===== config.mk =====
export PLATFORM = sky130hd
export DESIGN_NAME = dest_track_fwd_flat
export DESIGN_NICKNAME = d
export VERILOG_FILES = /design/src/rtl/dest_track_fwd_pkg.sv /design/src/rtl/dest_track_fwd_if.sv /design/src/rtl/dest_track_fwd_fwd_select.sv /design/src/rtl/dest_track_fwd.sv /design/src/flat_wrapper.sv
export SDC_FILE = /design/constraint.sdc
export NUM_CORES = 1
export LEC_CHECK = 0
export ABC_AREA = 1
export CAP_MARGIN = 10
export CORE_MARGIN = 4
export CORE_UTILIZATION = 48
export CTS_BUF_LIST = sky130_fd_sc_hd__clkbuf_4 sky130_fd_sc_hd__clkbuf_8
export CTS_CLUSTER_DIAMETER = 80
export DETAILED_ROUTE_END_ITERATION = 10
export PLACE_DENSITY = 0.83
export SETUP_SLACK_MARGIN = 0.3
export SYNTH_ARGS = -nofsm -noshare
export SYNTH_HDL_FRONTEND = slang
export SYNTH_SLANG_ARGS = --single-unit

===== constraint.sdc =====
create_clock -name clk -period 1.9 [get_ports clk]
set_input_delay 0.19 -clock clk [delete_from_list [all_inputs] [get_ports clk]]
set_output_delay 0.19 -clock clk [all_outputs]
set_load 0.05 [all_outputs]

===== src/rtl/dest_track_fwd_pkg.sv =====
// Shared encodings for destination tracking and operand forwarding.
// Forward selects, the never-forwarded register, default widths.
package dest_track_fwd_pkg;

    localparam int REG_W_DEFAULT = 5;
    localparam int CNT_W_DEFAULT = 16;

    localparam logic [4:0] REG_ZERO = 5'd0;

    typedef enum logic [1:0] {
        FWD_REGFILE = 2'd0,
        FWD_MEM     = 2'd1,
        FWD_WB      = 2'd2
    } fwd_sel_e;

endpackage


===== src/rtl/dest_track_fwd_if.sv =====
// Bundle between the EX-stage control logic and the destination tracker.
// master drives EX/ID fields and observes tracked stages; slave is the tracker.
interface dest_track_fwd_if #(
    parameter int REG_W = 5,
    parameter int CNT_W = 16
);
    logic             stall;
    logic             flush;
    logic [REG_W-1:0] ex_write_reg;
    logic             ex_reg_write;
    logic             ex_mem_read;
    logic [REG_W-1:0] ex_rs;
    logic [REG_W-1:0] ex_rt;
    logic [REG_W-1:0] id_rs;
    logic [REG_W-1:0] id_rt;

    logic [REG_W-1:0] mem_write_reg;
    logic             mem_reg_write;
    logic             mem_mem_read;
    logic [REG_W-1:0] wb_write_reg;
    logic             wb_reg_write;
    logic [1:0]       forward_a;
    logic [1:0]       forward_b;
    logic             load_use_stall;
    logic [CNT_W-1:0] stall_count;

    modport master (
        output stall, flush, ex_write_reg, ex_reg_write, ex_mem_read,
               ex_rs, ex_rt, id_rs, id_rt,
        input  mem_write_reg, mem_reg_write, mem_mem_read, wb_write_reg,
               wb_reg_write, forward_a, forward_b, load_use_stall, stall_count
    );

    modport slave (
        input  stall, flush, ex_write_reg, ex_reg_write, ex_mem_read,
               ex_rs, ex_rt, id_rs, id_rt,
        output mem_write_reg, mem_reg_write, mem_mem_read, wb_write_reg,
               wb_reg_write, forward_a, forward_b, load_use_stall, stall_count
    );

endinterface


===== src/rtl/dest_track_fwd_fwd_select.sv =====
// Operand forward select: picks MEM over WB result when the source matches.
// Latency: combinational. Backpressure: none, pure function of its inputs.
module fwd_select
    import dest_track_fwd_pkg::*;
#(
    parameter int REG_W = REG_W_DEFAULT
) (
    input  logic [REG_W-1:0] src_reg,
    input  logic [REG_W-1:0] mem_reg,
    input  logic             mem_wr,
    input  logic [REG_W-1:0] wb_reg,
    input  logic             wb_wr,
    output logic [1:0]       sel
);

    localparam logic [REG_W-1:0] ZERO = REG_W'(REG_ZERO);

    // MEM is checked first: it carries the newer value of a shared destination.
    always_comb begin
        sel = FWD_REGFILE;
        if (mem_wr && (mem_reg != ZERO) && (mem_reg == src_reg)) begin
            sel = FWD_MEM;
        end else if (wb_wr && (wb_reg != ZERO) && (wb_reg == src_reg)) begin
            sel = FWD_WB;
        end
    end

endmodule


===== src/rtl/dest_track_fwd.sv =====
// Tracks EX destinations through MEM/WB; drives forward selects and load-use stall.
// Latency: EX->MEM 1 cycle, EX->WB 2 cycles; forward/stall outputs combinational.
// Backpressure: stall freezes every register and masks flush and counting.
module dest_track_fwd
    import dest_track_fwd_pkg::*;
#(
    parameter int REG_W = REG_W_DEFAULT,
    parameter int CNT_W = CNT_W_DEFAULT
) (
    input  logic            clk,
    input  logic            rst,
    dest_track_fwd_if.slave bus
);

    localparam logic [REG_W-1:0] ZERO    = REG_W'(REG_ZERO);
    localparam logic [CNT_W-1:0] CNT_MAX = {CNT_W{1'b1}};

    typedef struct packed {
        logic [REG_W-1:0] wreg;
        logic             reg_write;
        logic             mem_read;
    } mem_stage_t;

    typedef struct packed {
        logic [REG_W-1:0] wreg;
        logic             reg_write;
    } wb_stage_t;

    mem_stage_t       mem_q;
    wb_stage_t        wb_q;
    logic [CNT_W-1:0] cnt_q;
    logic             load_use;

    // A flushed entry keeps its register number; only its enables are dropped.
    always_ff @(posedge clk or posedge rst) begin
        if (rst) begin
            mem_q <= '0;
            wb_q  <= '0;
        end else if (!bus.stall) begin
            mem_q.wreg      <= bus.ex_write_reg;
            mem_q.reg_write <= bus.ex_reg_write & ~bus.flush;
            mem_q.mem_read  <= bus.ex_mem_read & ~bus.flush;
            wb_q.wreg       <= mem_q.wreg;
            wb_q.reg_write  <= mem_q.reg_write;
        end
    end

    always_comb begin
        load_use = 1'b0;
        if (bus.ex_mem_read && bus.ex_reg_write && !bus.flush &&
            (bus.ex_write_reg != ZERO) &&
            ((bus.ex_write_reg == bus.id_rs) || (bus.ex_write_reg == bus.id_rt))) begin
            load_use = 1'b1;
        end
    end

    always_ff @(posedge clk or posedge rst) begin
        if (rst) begin
            cnt_q <= '0;
        end else if (!bus.stall && load_use && (cnt_q != CNT_MAX)) begin
            cnt_q <= cnt_q + CNT_W'(1);
        end
    end

    fwd_select #(.REG_W(REG_W)) u_fwd_a (
        .src_reg (bus.ex_rs),
        .mem_reg (mem_q.wreg),
        .mem_wr  (mem_q.reg_write),
        .wb_reg  (wb_q.wreg),
        .wb_wr   (wb_q.reg_write),
        .sel     (bus.forward_a)
    );

    fwd_select #(.REG_W(REG_W)) u_fwd_b (
        .src_reg (bus.ex_rt),
        .mem_reg (mem_q.wreg),
        .mem_wr  (mem_q.reg_write),
        .wb_reg  (wb_q.wreg),
        .wb_wr   (wb_q.reg_write),
        .sel     (bus.forward_b)
    );

    assign bus.mem_write_reg  = mem_q.wreg;
    assign bus.mem_reg_write  = mem_q.reg_write;
    assign bus.mem_mem_read   = mem_q.mem_read;
    assign bus.wb_write_reg   = wb_q.wreg;
    assign bus.wb_reg_write   = wb_q.reg_write;
    assign bus.load_use_stall = load_use;
    assign bus.stall_count    = cnt_q;

endmodule


===== src/flat_wrapper.sv =====
// flat-port wrapper written by rule: the top's interface ports become plain ports
module dest_track_fwd_flat import dest_track_fwd_pkg::*;
#(
    parameter int REG_W = REG_W_DEFAULT,
    parameter int CNT_W = CNT_W_DEFAULT
)
  (clk, rst, bus_stall, bus_flush, bus_ex_write_reg, bus_ex_reg_write, bus_ex_mem_read, bus_ex_rs, bus_ex_rt, bus_id_rs, bus_id_rt, bus_mem_write_reg, bus_mem_reg_write, bus_mem_mem_read, bus_wb_write_reg, bus_wb_reg_write, bus_forward_a, bus_forward_b, bus_load_use_stall, bus_stall_count);
  dest_track_fwd_if #(.REG_W(REG_W), .CNT_W(CNT_W)) bus_i ();
  input  logic clk;
  input  logic rst;
  input wire logic [$bits(bus_i.stall)-1:0] bus_stall;
  input wire logic [$bits(bus_i.flush)-1:0] bus_flush;
  input wire logic [$bits(bus_i.ex_write_reg)-1:0] bus_ex_write_reg;
  input wire logic [$bits(bus_i.ex_reg_write)-1:0] bus_ex_reg_write;
  input wire logic [$bits(bus_i.ex_mem_read)-1:0] bus_ex_mem_read;
  input wire logic [$bits(bus_i.ex_rs)-1:0] bus_ex_rs;
  input wire logic [$bits(bus_i.ex_rt)-1:0] bus_ex_rt;
  input wire logic [$bits(bus_i.id_rs)-1:0] bus_id_rs;
  input wire logic [$bits(bus_i.id_rt)-1:0] bus_id_rt;
  output wire logic [$bits(bus_i.mem_write_reg)-1:0] bus_mem_write_reg;
  output wire logic [$bits(bus_i.mem_reg_write)-1:0] bus_mem_reg_write;
  output wire logic [$bits(bus_i.mem_mem_read)-1:0] bus_mem_mem_read;
  output wire logic [$bits(bus_i.wb_write_reg)-1:0] bus_wb_write_reg;
  output wire logic [$bits(bus_i.wb_reg_write)-1:0] bus_wb_reg_write;
  output wire logic [$bits(bus_i.forward_a)-1:0] bus_forward_a;
  output wire logic [$bits(bus_i.forward_b)-1:0] bus_forward_b;
  output wire logic [$bits(bus_i.load_use_stall)-1:0] bus_load_use_stall;
  output wire logic [$bits(bus_i.stall_count)-1:0] bus_stall_count;
  assign bus_i.stall = bus_stall;
  assign bus_i.flush = bus_flush;
  assign bus_i.ex_write_reg = bus_ex_write_reg;
  assign bus_i.ex_reg_write = bus_ex_reg_write;
  assign bus_i.ex_mem_read = bus_ex_mem_read;
  assign bus_i.ex_rs = bus_ex_rs;
  assign bus_i.ex_rt = bus_ex_rt;
  assign bus_i.id_rs = bus_id_rs;
  assign bus_i.id_rt = bus_id_rt;
  assign bus_mem_write_reg = bus_i.mem_write_reg;
  assign bus_mem_reg_write = bus_i.mem_reg_write;
  assign bus_mem_mem_read = bus_i.mem_mem_read;
  assign bus_wb_write_reg = bus_i.wb_write_reg;
  assign bus_wb_reg_write = bus_i.wb_reg_write;
  assign bus_forward_a = bus_i.forward_a;
  assign bus_forward_b = bus_i.forward_b;
  assign bus_load_use_stall = bus_i.load_use_stall;
  assign bus_stall_count = bus_i.stall_count;
  dest_track_fwd #(.REG_W(REG_W), .CNT_W(CNT_W)) u_core (.clk(clk), .rst(rst), .bus(bus_i));
endmodule

==> results.yml <==
floorplan:
  start_util: 0.503
  die_area_sq_um: 5320
  die_x_um: 73.0
  die_h_um: 73.0
  ios: 65
  row_count: 23
  design.core.area_sq_um: 4030
power:
  power_density_nw_per_um2: 553
  p_leak_nw: 1.74
  finalPower_mw: 1.80
  ir_drop_uv: 341
synth:
  synth_mux_area_frac: 0
  yosysSeqAreaShare: 0.358
  synth_area_leader_cell: "dfrtp_1"
  synthTopCellsByArea: "dfrtp_1, nand2_1, xor2_1, inv_1, xnor2_1"
  syn_area_per_cell_sq_um: 7.29
  synth_top_family_by_area: "simple AND/OR/NAND/NOR gates"
  synth_adder_area_share: 0.00618
  synthCells: 278
  synth_xor_area_frac: 0.151
  synth_warnings: 0
  synthSimpleGateAreaFrac: 0.364
  synth_top_area_share: 0.358
  synth_area_sq_um: 2030
  ys_seq_elements: 29
  yosysUniqueCellTypes: 27
  synth-compound-area-share: 0.0321
  syn_nets: 310
finish:
  final_cell_mix: "nand2_1, dlygate4sd2_1, inv_1"
  fin_util: 0.807
  final_area_sq_um: 3250
  nNetsFinal: 394
  drive_gt1_frac: 0.287
  diodes: 0
  largest_register_ffs: 16
  area_growth_pct: 60.4
  layout_commonest_cell: "nand2_1"
  fill_cells: 262
timing:
  setup_tns_ns: 0
  fin_crit_ns: 1.79
  fin_crit_sh: 0.944
  rsz0062_at_grt: "true"
  setup_viol: 0
  fin_skew_ns: 0.00487
  finalMaxSlewViolations: 0
  worst_slew_pin_slew_ns: 0.500
  maxSlewHeadroom: 0.668
  hold_viol: 0
  fmax_mhz: 557
route:
  vias_per_cell: 5.17
  post_drt_wl_per_cell_um: 15.6
  route.detailed.drc: 0
  wirelength_um: 6430
  vias: 2134
  dr.first_iter.drc_count: 145
  detail-route-antenna-nets: 0
  first_pass_iters: 4
worst_setup_path:
  timing.rr.start: "u_core.bus.stall_count[4]"
  crit_start: "u_core.bus.mem_write_reg[4]"
  endpoint_kind: "output port"
  crit_required_ns: 1.71
  cp_max_fo: 5
  critPathLaunchType: "register"
  arrival_ns: 1.60
  worstSetupPathType: "reg2out"
grt:
  grt_usage: 0.215
  grt_pass1_vias: 1909
  grt_pass1_wl_um: 8850
  antenna_found_initial: 0
  overflow: 0
  grt_max_degree: 30
run_status:
  status: "complete, no violations"
clocking:
  clockBufferDepth: 2
  clk_pin_slew_ns: 0.07
  clk_latency_ns: 0.29
  hold_buffers: 0
  cts_max_level: 2
  cts_root_buf: "clkbuf_8"
  cts_tree: "built"
  cts.sinks: 29
  cts_buffers: 5
placement:
  io_buffer_count: 64
  placed_area_sq_um: 2890
  place_hpwl_um: 4000
  place_congestion: 0.908
flow_run:
  drv_cap: 0
worst_hold_path:
  holdCritPathClass: "in2async"
## path summary, 6_finish.rpt
| path | endpoint | slack [ns] | depth (start not counted) |
|---|---|---|---|
| setup / recovery | bus_forward_a[1] | 0.11 | 5 |
| hold / removal | u_core.bus.stall_count[2] | 0.29 | 3 |
| setup reg to reg | u_core.bus.stall_count[0] | 0.33 | 8 |
| hold reg to reg | u_core.bus.mem_mem_read | 0.52 | 2 |
| max in group asynchronous | u_core.bus.stall_count[8] | 1.31 | 3 |
| min in group clk | u_core.bus.mem_write_reg[4] | 0.33 | 3 |
## cells by family (layout without fill, tap and decap cells)
group,after synthesis,count (layout)
compound gates,13,13
xor+xnor,35,35
fa+ha+maj,1,1
buf+inv,42,126
flops,29,29
simple gates,158,159
## cell type report
class,count,area [sq um],area share
clock inverter,1,5.00,0.00154
multi-input combinational,208,1370,0.421
tap,50,62.6,0.0193
sequential,29,748,0.230
clock buffer,7,96.3,0.0296
inverter,38,143,0.0439
timing repair buffer,80,827,0.255
## worst max-delay path, cell delays in order (launching register included)
cell and delay [ns]:
dfrtp_2 0.48, buf_4 0.16, o21ai_4 0.08, nor4_4 0.36
nor2_4 0.08, buf_12 0.16
## routing by layer
layer  GRT usage  vias to the layer above  share of wire  wire, um
met5           0                        -              0         0
met4      0.0615                        0          0.024       157
met3      0.0413                       18          0.069       443
met2       0.384                      108           0.54      3480
met1       0.262                      977           0.37      2350
li1            -                     1031              -         -
## synthesized netlist by cell type
cell and n:
xor2_1 22, clkbuf_1 2, nand3_2 2, inv_2 3, clkbuf_8 1, nand4_4 1, nand2_1 92, xnor2_1 13
nand2_2 9, nand4_1 8, nor2_2 4, nand3b_1 1, nor2_1 20, nor2_4 1, inv_1 34, clkinv_1 1
ha_1 1, buf_8 1, nand3_1 10, nand2b_2 1, a21oi_1 1, nand2_4 1, o21ai_0 12, nand3_4 1
dfrtp_1 29, nor3_1 5, nor4_1 2
## per-stage QoR
stage | std cells | hold slack [ns] | worst slack, ns
2_1_floorplan | 278 | 0.267 | 0.00249
3_3_place_gp | 391 | 0.499 | 0.146
3_5_place_dp | 391 | 0.520 | 0.0698
4_1_cts | 404 | 0.308 | 0.106
5_1_grt | 413 | 0.324 | 0.0236
6_report | 413 | 0.291 | 0.106
## repair_timing
action | CTS | global route
pin swaps | 3 | 18
setup endpoints to repair | 36 | 22
buffers inserted | 5 | 7
cloned | 0 | 2
resized for setup | 41 | 33
## power by group
part           switching (mW)  leakage (nW)  internal (mW)  total, mW
Sequential             0.0602         0.359          0.655      0.715
Combinational           0.313          1.32          0.200      0.513
Clock                   0.241        0.0542          0.327      0.567
Power figures use the tool's default switching activity.
